### src/rtl/riscv_defines.sv
// Shared RISC-V fetch-path definitions: word width, realigner state encoding
// and the instruction-length helper.
package riscv_defines;

    localparam int RISCV_WORD_WIDTH = 32;
    localparam int RISCV_HALF_WIDTH = 16;

    // Low two bits of a halfword equal to this mark the start of a 32-bit instruction.
    localparam logic [1:0] RVC_LEN_32 = 2'b11;

    typedef enum logic [1:0] {
        RA_EMPTY = 2'd0,
        RA_HALF  = 2'd1,
        RA_SKIP  = 2'd2
    } realign_state_e;

    function automatic logic is_rvc(input logic [1:0] low_bits);
        return low_bits != RVC_LEN_32;
    endfunction

endpackage

### src/rtl/instr_realigner.sv
// Turns word-aligned fetch words into one RVC or 32-bit instruction per
// handshake, stitching instructions that straddle a word boundary.
module instr_realigner
    import riscv_defines::*;
#(
    parameter logic [RISCV_WORD_WIDTH-1:0] RESET_PC = '0
) (
    input  logic                        clk,
    input  logic                        rst_n,
    input  logic                        fetch_valid_i,
    output logic                        fetch_ready_o,
    input  logic [RISCV_WORD_WIDTH-1:0] fetch_data_i,
    output logic                        instr_valid_o,
    input  logic                        instr_ready_i,
    output logic [RISCV_WORD_WIDTH-1:0] instr_o,
    output logic [RISCV_WORD_WIDTH-1:0] instr_addr_o,
    input  logic                        flush_i,
    input  logic [RISCV_WORD_WIDTH-1:0] flush_pc_i
);

    // Valid/ready: an instruction transfers when instr_valid_o & instr_ready_i,
    // a fetch word transfers when fetch_valid_i & fetch_ready_o; neither valid
    // depends on the corresponding ready, and fetch_ready_o only rises when the
    // whole presented word is consumed in that same cycle.

    localparam realign_state_e RESET_STATE = RESET_PC[1] ? RA_SKIP : RA_EMPTY;

    realign_state_e              state_q, state_d;
    logic [RISCV_HALF_WIDTH-1:0] stash_q, stash_d;
    logic [RISCV_WORD_WIDTH-1:0] pc_q, pc_d;

    logic [RISCV_HALF_WIDTH-1:0] fetch_lo;
    logic [RISCV_HALF_WIDTH-1:0] fetch_hi;
    logic                        instr_is_32;
    logic                        instr_hs;

    assign fetch_lo     = fetch_data_i[RISCV_HALF_WIDTH-1:0];
    assign fetch_hi     = fetch_data_i[RISCV_WORD_WIDTH-1:RISCV_HALF_WIDTH];
    assign instr_hs     = instr_valid_o & instr_ready_i;
    assign instr_addr_o = pc_q;

    always_ff @(posedge clk or negedge rst_n) begin
        if (!rst_n) begin
            state_q <= RESET_STATE;
            stash_q <= '0;
            pc_q    <= RESET_PC;
        end else begin
            state_q <= state_d;
            stash_q <= stash_d;
            pc_q    <= pc_d;
        end
    end

    always_comb begin
        state_d = state_q;
        stash_d = stash_q;
        pc_d    = pc_q;
        if (flush_i) begin
            state_d = flush_pc_i[1] ? RA_SKIP : RA_EMPTY;
            stash_d = '0;
            pc_d    = flush_pc_i;
        end else begin
            case (state_q)
                RA_EMPTY: begin
                    if (instr_hs) begin
                        pc_d = pc_q + (instr_is_32 ? 32'd4 : 32'd2);
                        if (!instr_is_32) begin
                            stash_d = fetch_hi;
                            state_d = RA_HALF;
                        end
                    end
                end
                RA_HALF: begin
                    if (instr_hs) begin
                        pc_d = pc_q + (instr_is_32 ? 32'd4 : 32'd2);
                        // A straddling instruction leaves the next word's upper half behind.
                        if (instr_is_32) begin
                            stash_d = fetch_hi;
                        end else begin
                            state_d = RA_EMPTY;
                        end
                    end
                end
                RA_SKIP: begin
                    if (fetch_valid_i) begin
                        stash_d = fetch_hi;
                        state_d = RA_HALF;
                    end
                end
                default: begin
                    state_d = RA_EMPTY;
                end
            endcase
        end
    end

    // Reset is folded in here so outputs go quiet the moment rst_n drops.
    always_comb begin
        instr_valid_o = 1'b0;
        fetch_ready_o = 1'b0;
        instr_o       = '0;
        instr_is_32   = 1'b0;
        if (rst_n && !flush_i) begin
            case (state_q)
                RA_EMPTY: begin
                    if (fetch_valid_i) begin
                        instr_valid_o = 1'b1;
                        fetch_ready_o = instr_ready_i;
                        if (is_rvc(fetch_lo[1:0])) begin
                            instr_o = {16'h0000, fetch_lo};
                        end else begin
                            instr_o     = fetch_data_i;
                            instr_is_32 = 1'b1;
                        end
                    end
                end
                RA_HALF: begin
                    if (is_rvc(stash_q[1:0])) begin
                        instr_valid_o = 1'b1;
                        instr_o       = {16'h0000, stash_q};
                    end else begin
                        instr_valid_o = fetch_valid_i;
                        fetch_ready_o = fetch_valid_i & instr_ready_i;
                        instr_o       = {fetch_lo, stash_q};
                        instr_is_32   = 1'b1;
                    end
                end
                RA_SKIP: begin
                    fetch_ready_o = 1'b1;
                end
                default: begin
                    fetch_ready_o = 1'b0;
                end
            endcase
        end
    end

endmodule
### config.mk
export PLATFORM = sky130hd
export DESIGN_NAME = instr_realigner
export DESIGN_NICKNAME = d
export VERILOG_FILES = /design/src/rtl/riscv_defines.sv /design/src/rtl/instr_realigner.sv
export SDC_FILE = /design/constraint.sdc
export NUM_CORES = 1
export LEC_CHECK = 0
export CAP_MARGIN = 30
export CORE_AREA = 5 5 91 93
export DETAILED_ROUTE_END_ITERATION = 8
export DIE_AREA = 0 0 96 98
export GPL_ROUTABILITY_DRIVEN = 1
export PLACE_DENSITY = 0.84
export SETUP_SLACK_MARGIN = 0.5
export SLEW_MARGIN = 20
export SYNTH_ARGS = -nofsm -noshare
export SYNTH_HDL_FRONTEND = slang
export SYNTH_SLANG_ARGS = --single-unit
### constraint.sdc
create_clock -name clk -period 5 [get_ports clk]
set_input_delay 0.5 -clock clk [delete_from_list [all_inputs] [get_ports clk]]
set_output_delay 0.5 -clock clk [all_outputs]
set_load 0.03 [all_outputs]
==> impl_metrics.json, run 1 <==
{
  "outcome": "finished clean",
  "yosysMostFrequentCell": "dfrtp_1",
  "detail_route.iter0.violations": 164,
  "crit_path_start": "fetch_valid_i",
  "htree_levels": 2,
  "cp_slowest_cell": "clkdlybuf4s50_1",
  "yosys-top-cells-area": "dfrtp_1, mux2_4, a22o_1, nand2_1, a22oi_1",
  "diodes": 0,
  "clock_tree.buffer_depth": 2,
  "hold_ws_ps": 377,
  "worstMarginPinSlew_ps": 903,
  "critPathArrivalTime_ps": 3030,
  "fin_skew_ps": 6.91,
  "nNetsFinal": 557,
  "setup_tns_ps": 0,
  "grt_first_pass_wirelength_um": 16800,
  "maxSlewViolCount": 0,
  "synthesis.nets": 436,
  "worstSetupPathType": "primary input to primary output",
  "grt_max_degree": 69,
  "avgSynthCellArea_sq_um": 9.22,
  "relSlewSlack_pct": 39.6,
  "fin_crit_sh_pct": 70.6,
  "clockRootBuffer": "clkbuf_8",
  "drive_above_1_share_pct": 9.67,
  "yosysTopAreaCellShare_pct": 37.3,
  "finalSetupViolations": 0,
  "drcViolationCount": 0,
  "start_util_pct": 45.1,
  "fp.coreArea_sq_um": 7450,
  "cts_made_buffers": 5,
  "rr_startpoint": "state_q[1]$_DFFE_PN0P_",
  "worstHoldPathType": "primary input to async pin",
  "max_freq_mhz": 283,
  "gp_congestion": 0.825,
  "cts_tree": "built",
  "track_usage_pct": 21.9,
  "area_growth_pct": 43.7,
  "core.rowCount": 32,
  "synth_commonest_cells": "dfrtp_1, nand2_1, nor2_1",
  "vdd_drop_max_mv": 0.152,
  "end_kind": "primary output",
  "ys_warn_count": 0,
  "via_per_inst": 5.83,
  "antenna_found_initial": 0,
  "layout_min_cycle_time_ps": 3530,
  "p_total_w": 0.00112,
  "rsz0062_at_grt": "no",
  "cp_num_buf_inv": 2,
  "path_cells": "clkdlybuf4s50_1 -> nand2b_1 -> nor2_1 -> and3_1 -> a22oi_1 -> nor2_1 -> clkdlybuf4s50_1",
  "vias": 3427,
  "pin_count": 135,
  "power_per_cell_area_nw_per_um2": 232,
  "wl_um": 10200,
  "async_reset_ff_share_pct": 100,
  "cp_data_required_time_ps": 4500,
  "postRouteAntennaNets": 0,
  "dpl.hpwl_um": 7490,
  "yosysSeqAreaShare_pct": 37.3,
  "postCtsHoldBufs": 0,
  "io_buffers": 134,
  "cts_resized": 0,
  "grt_pass1_vias": 3479,
  "ys_seq_elements": 50,
  "numClockSinks": 50,
  "hold_viol": 0,
  "crit_family": "buffers and inverters",
  "synth_ff_type": "dfrtp_1",
  "overflow": 0,
  "clk_pin_slew_ps": 90,
  "ys_types": 65,
  "dieHeight_um": 98,
  "synthCells": 364,
  "cts_setup_buffers": 0,
  "die_w_um": 96,
  "crit_fanout": 15,
  "p_leak_nw": 1.95,
  "yosysTopAreaCell": "dfrtp_1",
  "wire_per_inst_um": 17.4,
  "drtPass1Iterations": 6,
  "cp-start-kind": "primary input",
  "maxCapViolCount": 0,
  "cpPeakStageDelay_ps": 690,
  "fp.dieArea_sq_um": 9410,
  "syn-cell-area_sq_um": 3360,
  "synth_edf_count": 0,
  "clock_latency_ps": 300
}
==> registers in the layout, summed over array words and instances (netlist names) <==
| signal | count |
|---|---|
| instr_addr_o | 32 |
| stash_q | 16 |
| state_q | 2 |
==> placed cells by master (no fill, tap or decap), types with 4 or more instances in the layout <==
cell type        synthesis  layout
mux2_4                  10      10
nor3_1                   7       7
clkdlybuf4s50_1          0     132
a31oi_1                  6       6
a22oi_1                 17      17
mux2_2                   7       7
o211ai_1                 4       4
and3_1                   6       6
o21ai_0                 21      21
a21oi_1                  4       4
nand4_1                 14      14
nor2_1                  30      30
inv_1                    7       7
xor2_1                   8       8
dfrtp_1                 50      50
clkbuf_8                 0       5
nand3_1                 15      15
nor2b_1                 20      20
a22o_1                  17      17
and2_1                   4       4
nand2_1                 37      37
==> final timing paths <==
path                       slack [ps]                            to  depth (start not counted)
max in group asynchronous        4190        state_q[0]$_DFFE_PN0P_                          2
setup reg to reg                 2080  instr_addr_o[15]$_DFFE_PN0P_                          8
hold / removal                    380  instr_addr_o[28]$_DFFE_PN0P_                          2
min in group clk                  520   instr_addr_o[0]$_DFFE_PN0P_                          1
hold reg to reg                   520   instr_addr_o[0]$_DFFE_PN0P_                          1
setup / recovery                 1470                   instr_o[23]                          7
==> worst register-to-register path: stages, from the launching register on <==
cell     delay, ps
dfrtp_1        540
nor3b_4        390
o21ai_0        260
ha_1           280
fa_1           490
and3_2         330
nand4_1        170
nor3_1          60
a221o_1        290
==> through the flow <==
step | std cells | setup slack, ps | area (sq um) | utilization, %
after global placement | 578 | 1510 | 4690 | 63.0
after floorplan | 364 | 2380 | 3360 | -
after global routing | 588 | 1350 | 4820 | 64.7
after CTS | 586 | 1290 | 4800 | 64.4
after detailed placement | 578 | 1410 | 4690 | 63.0
final | 588 | 1470 | 4820 | 64.7
==> per-layer routing <==
metal  share of wire (%)  up-vias  track usage (%)  routed length, um
li1                    -     1593                -                  -
met1                  42     1663             29.2               4290
met2                  48      160             35.3               4890
met3                 9.4       11             5.47                966
met4                0.95        0             5.80                 97
met5                   0        -                0                  0
==> area by class of cell <==
class / count / area, sq um
Inverter: 8 / 30.0
Clock inverter: 1 / 30.0
Multi-Input combinational cell: 281 / 1930
Timing Repair Buffer: 139 / 1380
Clock buffer: 7 / 76.3
Sequential cell: 50 / 1250
Fill cell: 619 / 2630
Tap cell: 102 / 128
==> report_power, final <==
| group | internal (W) | switching, W |
|---|---|---|
| registers | 0.000447 | 0.0000496 |
| clock network | 0.000150 | 0.000131 |
| logic | 0.000169 | 0.000173 |
==> cell families after synthesis <==
logic type / after synthesis / synth area share, %
compound gates: 96 / 21.4
xor+xnor: 10 / 2.61
fa+ha+maj: 3 / 1.34
buf+inv: 33 / 5.22
flops: 50 / 37.3
mux: 19 / 7.42
simple gates: 153 / 24.7
No activity file was read; power rests on OpenSTA's default activity.
==> run 2: changes to the inputs <==
Settings changed: CORE_AREA 5 5 91 93 to 5 5 98 100, DIE_AREA 0 0 96 98 to 0 0 103 105, PLACE_DENSITY 0.84 to 0.77.
Clock period 5 ns to 2.9 ns, I/O delays scaled along.
==> run 2 against run 1 <==
Critical endpoint is now instr_addr_o[29]$_DFFE_PN0P_. Clock skew rose by 1.3 ps. Clock power increased by 53%. Die area is 15% higher. Worst setup slack lost 930 ps. Cell count rose by 3.9%. Core utilization decreased by 7.6 points. Via count is 1.9% higher. Global-route usage down 3.0 points. The flow now finishes with violations (negative hold slack). Clock-buffer cell count is the same. Largest power group unchanged. Sequential cell count unchanged. Combinational power rose by 80%. Register-to-register slack worse by 1500 ps.
==> impl_metrics.json, run 2 (synthesis results as in run 1) <==
{
  "outcome": "finished, violations left",
  "violations": "negative hold slack",
  "maxCapViolCount": 0,
  "worstHoldPathType": "primary input to async pin",
  "layout_min_cycle_time_ps": 2360,
  "rsz0062_at_grt": "yes",
  "p_seq_share_pct": 45.2,
  "postCtsHoldBufs": 0,
  "dieHeight_um": 105,
  "io_buffers": 134,
  "switching_share_pct": 33.2,
  "track_usage_pct": 18.9,
  "antenna_found_initial": 0,
  "clock_latency_ps": 300,
  "pin_count": 135,
  "setup_tns_ps": 0,
  "met2_length_um": 5020,
  "wire_per_inst_um": 17.5,
  "core.rowCount": 34,
  "numClockSinks": 50,
  "hold_viol": 1,
  "end_kind": "flop",
  "cp_data_required_time_ps": 3140,
  "via_per_inst": 5.72,
  "wl_met3_um": 1130,
  "vias": 3493,
  "final_common_cell": "clkdlybuf4s50_1",
  "cts_made_buffers": 5,
  "maxSlewViolCount": 0,
  "p_clk_share_pct": 22.5,
  "crit_fanout": 6,
  "p_int_w": 0.00127,
  "worstMarginPinSlew_ps": 694,
  "overflow": 0,
  "cp-start-kind": "primary input",
  "switchingPower_w": 0.000633,
  "drtPass1Iterations": 5,
  "grt_first_pass_wirelength_um": 16900,
  "drive_above_1_share_pct": 21.9,
  "fin_crit_sh_pct": 81.4,
  "cpPeakStageDelay_ps": 510,
  "die_w_um": 103,
  "path_cells": "clkdlybuf4s50_1 -> nand4b_1 -> inv_2 -> o21ai_4 -> ha_2 -> fa_2 -> and3_4 -> nand4_2 -> or4_1 -> nand3_1",
  "relSlewSlack_pct": 53.6,
  "gp_congestion": 0.840,
  "postRouteAntennaNets": 0,
  "top_layer": "met4",
  "drcViolationCount": 0,
  "clock_tree.buffer_depth": 2,
  "fp.dieArea_sq_um": 10800,
  "start_util_pct": 39.1,
  "power_per_cell_area_nw_per_um2": 388,
  "critPathArrivalTime_ps": 2600,
  "fp.coreArea_sq_um": 8590,
  "wl_met1_um": 4450,
  "combPwrFrac_pct": 32.3,
  "worstSetupPathType": "primary input to flop",
  "finalSetupViolations": 0,
  "area_growth_pct": 46.2,
  "dpl_worst_slack_ps": 102,
  "fin_skew_ps": 8.18,
  "clk_pin_slew_ps": 90,
  "p_leak_nw": 2.09,
  "rrSetupSlack_ps": 560,
  "cts_tree": "built",
  "wl_um": 10700,
  "dpl.hpwl_um": 7870,
  "grt_max_degree": 50,
  "detail_route.iter0.violations": 127,
  "max_freq_mhz": 424,
  "rr_startpoint": "state_q[1]$_DFFE_PN0P_",
  "mostFrequentLayoutCells": "clkdlybuf4s50_1, buf_4, dfrtp_1, nand2_1, nor2_1",
  "vdd_drop_max_mv": 0.218,
  "diodes": 0,
  "reg2regPathDepth": 7,
  "worst_slack_ps": 541,
  "clockRootBuffer": "clkbuf_8",
  "largest_reg_flops": 32,
  "hold_ws_ps": -2.30,
  "fillers": 778,
  "nNetsFinal": 574,
  "rr_endpoint": "instr_addr_o[29]$_DFFE_PN0P_",
  "cp_slowest_cell": "or4_1",
  "htree_levels": 2,
  "grt_pass1_vias": 3515
}
run 2: cell types whose count changed in the layout (fill, tap and decap cells not counted), sizes merged:
| cell | change |
|---|---|
| buf | +48 |
| clkdlybuf4s15 | +1 |
| clkinv | +1 |
| clkbuf | +1 |
| clkdlybuf4s50 | -33 |
| bufinv | -1 |
run 2: worst max path at each step:
| stage | from | endpoint | slack (ps) | depth (start not counted) |
|---|---|---|---|---|
| 6_report | fetch_data_i[1] | instr_addr_o[29]$_DFFE_PN0P_ | 540 | 10 |
| 5_1_grt | fetch_data_i[1] | instr_addr_o[29]$_DFFE_PN0P_ | 460 | 10 |
| 4_1_cts | stash_q[0]$_DFFE_PN0P_ | fetch_ready_o | 490 | 6 |
| 3_5_place_dp | fetch_data_i[1] | instr_addr_o[22]$_DFFE_PN0P_ | 100 | 11 |
| 3_3_place_gp | fetch_data_i[1] | instr_addr_o[22]$_DFFE_PN0P_ | 140 | 11 |
| 2_1_floorplan | stash_q[1]$_DFFE_PN0P_ | instr_addr_o[17]$_DFFE_PN0P_ | 520 | 10 |
run 2: critical path, delay by kind of cell:
kind | cells | cell delay [ps]
AOI/OAI and AO/OA | 1 | 190
adders and majority gates | 2 | 440
buffers and inverters | 2 | 530
and+or+nand+nor | 5 | 1160
run 2: area by class of cell:
class	count	area [sq um]	share of cell area (%)
tap	108	135	2.75
clock buffer	7	86.3	1.76
inverter	8	30.0	0.612
sequential	50	1260	25.6
multi-input combinational	281	1980	40.4
clock inverter	1	5.00	0.102
timing repair buffer	156	1410	28.8
run 2: power by group through the flow:
stage,Combinational (W),Clock (W),Sequential [W]
after floorplan,0.000253,0,0.000932
after global placement,0.000586,0,0.000868
after detailed placement,0.000594,0,0.000871
after CTS,0.000606,0.000445,0.000858
after global routing,0.000657,0.000472,0.000872
final,0.000614,0.000429,0.000861
run 2: layer usage:
metal	vias up	track usage, %
met1	1679	24.4
met3	13	4.46
met2	179	31.6
li1	1622	-
met4	0	4.63
met5	-	0
run 2: what timing repair did:
item / 4_1_cts / 5_1_grt
buffers inserted: 5 / 4
pin swaps: 0 / 3
resized for setup: 10 / 17
setup endpoints to repair: 46 / 51
run 2: metrics by stage:
| stage | area, sq um | cells | util, % | power (W) | hold slack (ps) |
|---|---|---|---|---|---|
| floorplan | 3370 | 364 | - | 0.00118 | -5.59 |
| global placement | 4710 | 594 | 54.8 | 0.00145 | 331 |
| detailed placement | 4710 | 594 | 54.8 | 0.00146 | 333 |
| CTS | 4850 | 607 | 56.5 | 0.00191 | 1.72 |
| global route | 4910 | 611 | 57.1 | 0.00200 | 20.4 |
| finish | 4910 | 611 | 57.1 | 0.00190 | -2.30 |
==> run 3: changes to the inputs <==
Settings changed: CORE_AREA 5 5 98 100 to 5 5 94 96, DIE_AREA 0 0 103 105 to 0 0 99 101, PLACE_DENSITY 0.77 to 0.79.
Clock period 2.9 ns to 2.3 ns, I/O delays scaled along.
==> run 3 against run 2 <==
The run still ends with negative hold slack left. Cell area is 16% higher. Largest cell class unchanged. Sequential power is 27% higher. Sequential cell count stayed put. Critical endpoint is now instr_o[21]. Clock power is 41% higher. Highest routed layer unchanged. Clock-buffer cell count is 1 higher. Worst setup slack worse by 490 ps. Cell count is 4.6% higher. Sequential share of layout area is 3.6 points lower. Global-route usage is 3.9 points higher.
==> impl_metrics.json, run 3 (synthesis results as in run 1) <==
{
  "hold_viol": 50,
  "area_growth_pct": 69.9,
  "worst_slack_ps": 50.0,
  "end_kind": "primary output",
  "largest_reg_flops": 32,
  "maxSlewViolCount": 0,
  "dpl_worst_slack_ps": -229,
  "numClockSinks": 50,
  "p_total_w": 0.00260,
  "cp_data_required_time_ps": 2070,
  "htree_levels": 2,
  "antenna_found_initial": 0,
  "grt_max_degree": 54,
  "dieHeight_um": 101,
  "setup_tns_ps": 0,
  "finalSetupViolations": 0,
  "mostFrequentLayoutCells": "clkdlybuf4s50_1, dfrtp_1, buf_6, buf_4, nand2_1",
  "pin_count": 135,
  "die_w_um": 99,
  "critPathArrivalTime_ps": 2020,
  "rr_endpoint": "instr_addr_o[15]$_DFFE_PN0P_",
  "outcome": "finished, violations left",
  "relSlewSlack_pct": 52.3,
  "drtPass1Iterations": 5,
  "layout_min_cycle_time_ps": 2250,
  "io_buffers": 134,
  "overflow": 0,
  "grt_pass1_vias": 3956,
  "dpl.hpwl_um": 7900,
  "violations": "negative hold slack",
  "fp.coreArea_sq_um": 7970,
  "drive_above_1_share_pct": 35.6,
  "fin_skew_ps": 6.14,
  "start_util_pct": 42.1,
  "rrSetupSlack_ps": 60,
  "via_per_inst": 5.90,
  "fillers": 570,
  "cts_made_buffers": 5,
  "worstMarginPinSlew_ps": 710,
  "fp.dieArea_sq_um": 10000,
  "fin_crit_sh_pct": 97.8,
  "drcViolationCount": 0,
  "hold_ws_ps": -70.4,
  "final_common_cell": "clkdlybuf4s50_1",
  "vdd_drop_max_mv": 0.254,
  "vias": 3767,
  "reg2regPathDepth": 10,
  "detail_route.iter0.violations": 242,
  "rr_startpoint": "stash_q[1]$_DFFE_PN0P_",
  "clk_pin_slew_ps": 90,
  "gp_congestion": 0.820,
  "clockRootBuffer": "clkbuf_8",
  "max_freq_mhz": 444,
  "wire_per_inst_um": 19.9,
  "wl_um": 12700,
  "p_leak_nw": 2.43,
  "cts_tree": "built",
  "crit_fanout": 8,
  "core.rowCount": 33,
  "cp-start-kind": "flop",
  "clock_latency_ps": 310,
  "worstSetupPathType": "flop to primary output",
  "power_per_cell_area_nw_per_um2": 456,
  "track_usage_pct": 22.8,
  "worstHoldPathType": "primary input to async pin",
  "rsz0062_at_grt": "yes",
  "grt_first_pass_wirelength_um": 18900,
  "nNetsFinal": 605,
  "clock_tree.buffer_depth": 2,
  "postRouteAntennaNets": 0,
  "maxCapViolCount": 0,
  "diodes": 0
}
-- run 3: cell count changes in the layout (fill, tap and decap cells not counted), moves of 10 or more --
cell     previous run  this run
a22o_1             17         7
o21ai_0            19         3
o21ai_1             4        19
nor2_1             30        17
nor2_2              0        12
a22o_4              0        10
buf_4              53        37
buf_6               0        41
-- run 3: area by class of cell --
type                    instances  area (sq um)  share of cell area, %
repair buffers                186          1900                   33.3
well taps                     105           131                   2.30
flip-flops and latches         50          1250                   22.0
multi-input cells             282          2280                   40.0
clock buffers                   8           110                   1.93
inverters                       8          30.0                  0.527
-- run 3: what timing repair did --
action                                 4_1_cts  5_1_grt
setup endpoints to repair                   80       83
cloned                                       1        2
endpoints found under the hold margin       50       50
pin swaps                                   22       24
setup buffers                               12        9
gates resized for setup                     40       56
-- run 3: worst max-delay path, stage by stage (launching register included) --
cell and delay, ps:
dfrtp_1 430, buf_4 150, buf_6 110, nand2b_4 150, nor2_4 80, and3_4 210, buf_4 130, buf_12 130
a22oi_2 70, nor2_2 130, buf_6 150
-- run 3: power by group --
group          leakage (nW)  internal [W]  switching (W)
clock network        0.0575      0.000304       0.000300
registers             0.612      0.000973       0.000116
logic                  1.76      0.000456       0.000450
total                  2.43       0.00173       0.000866
-- run 3: stage by stage --
step | cell area (sq um) | hold slack (ps) | instances | utilization, %
floorplan | 3500 | -65.6 | 364 | -
global route | 5700 | -48.5 | 639 | 71.5
detailed placement | 4960 | 270 | 607 | 62.2
CTS | 5350 | -56.0 | 628 | 67.1
global placement | 4960 | 266 | 607 | 62.2
finish | 5700 | -70.4 | 639 | 71.5
-- run 3: worst max path at each step --
| stage | depth (start not counted) | to | startpoint | slack (ps) |
|---|---|---|---|---|
| 2_1_floorplan | 10 | instr_addr_o[21]$_DFFE_PN0P_ | state_q[1]$_DFFE_PN0P_ | 20 |
| 3_3_place_gp | 11 | instr_addr_o[28]$_DFFE_PN0P_ | fetch_data_i[0] | -160 |
| 3_5_place_dp | 11 | instr_addr_o[28]$_DFFE_PN0P_ | fetch_data_i[1] | -230 |
| 4_1_cts | 8 | instr_addr_o[15]$_DFFE_PN0P_ | state_q[0]$_DFFE_PN0P_ | 60 |
| 5_1_grt | 10 | instr_addr_o[28]$_DFFE_PN0P_ | state_q[0]$_DFFE_PN0P_ | -40 |
| 6_report | 10 | instr_o[21] | state_q[0]$_DFFE_PN0P_ | 50 |
-- run 3: routing by layer --
layer	vias up	part of all wire, %	GRT usage [%]
met2	201	51	40.1
met1	1839	40	27.4
met4	0	2.7	9.24
met5	-	0	0
met3	38	6.4	4.08
li1	1689	-	-
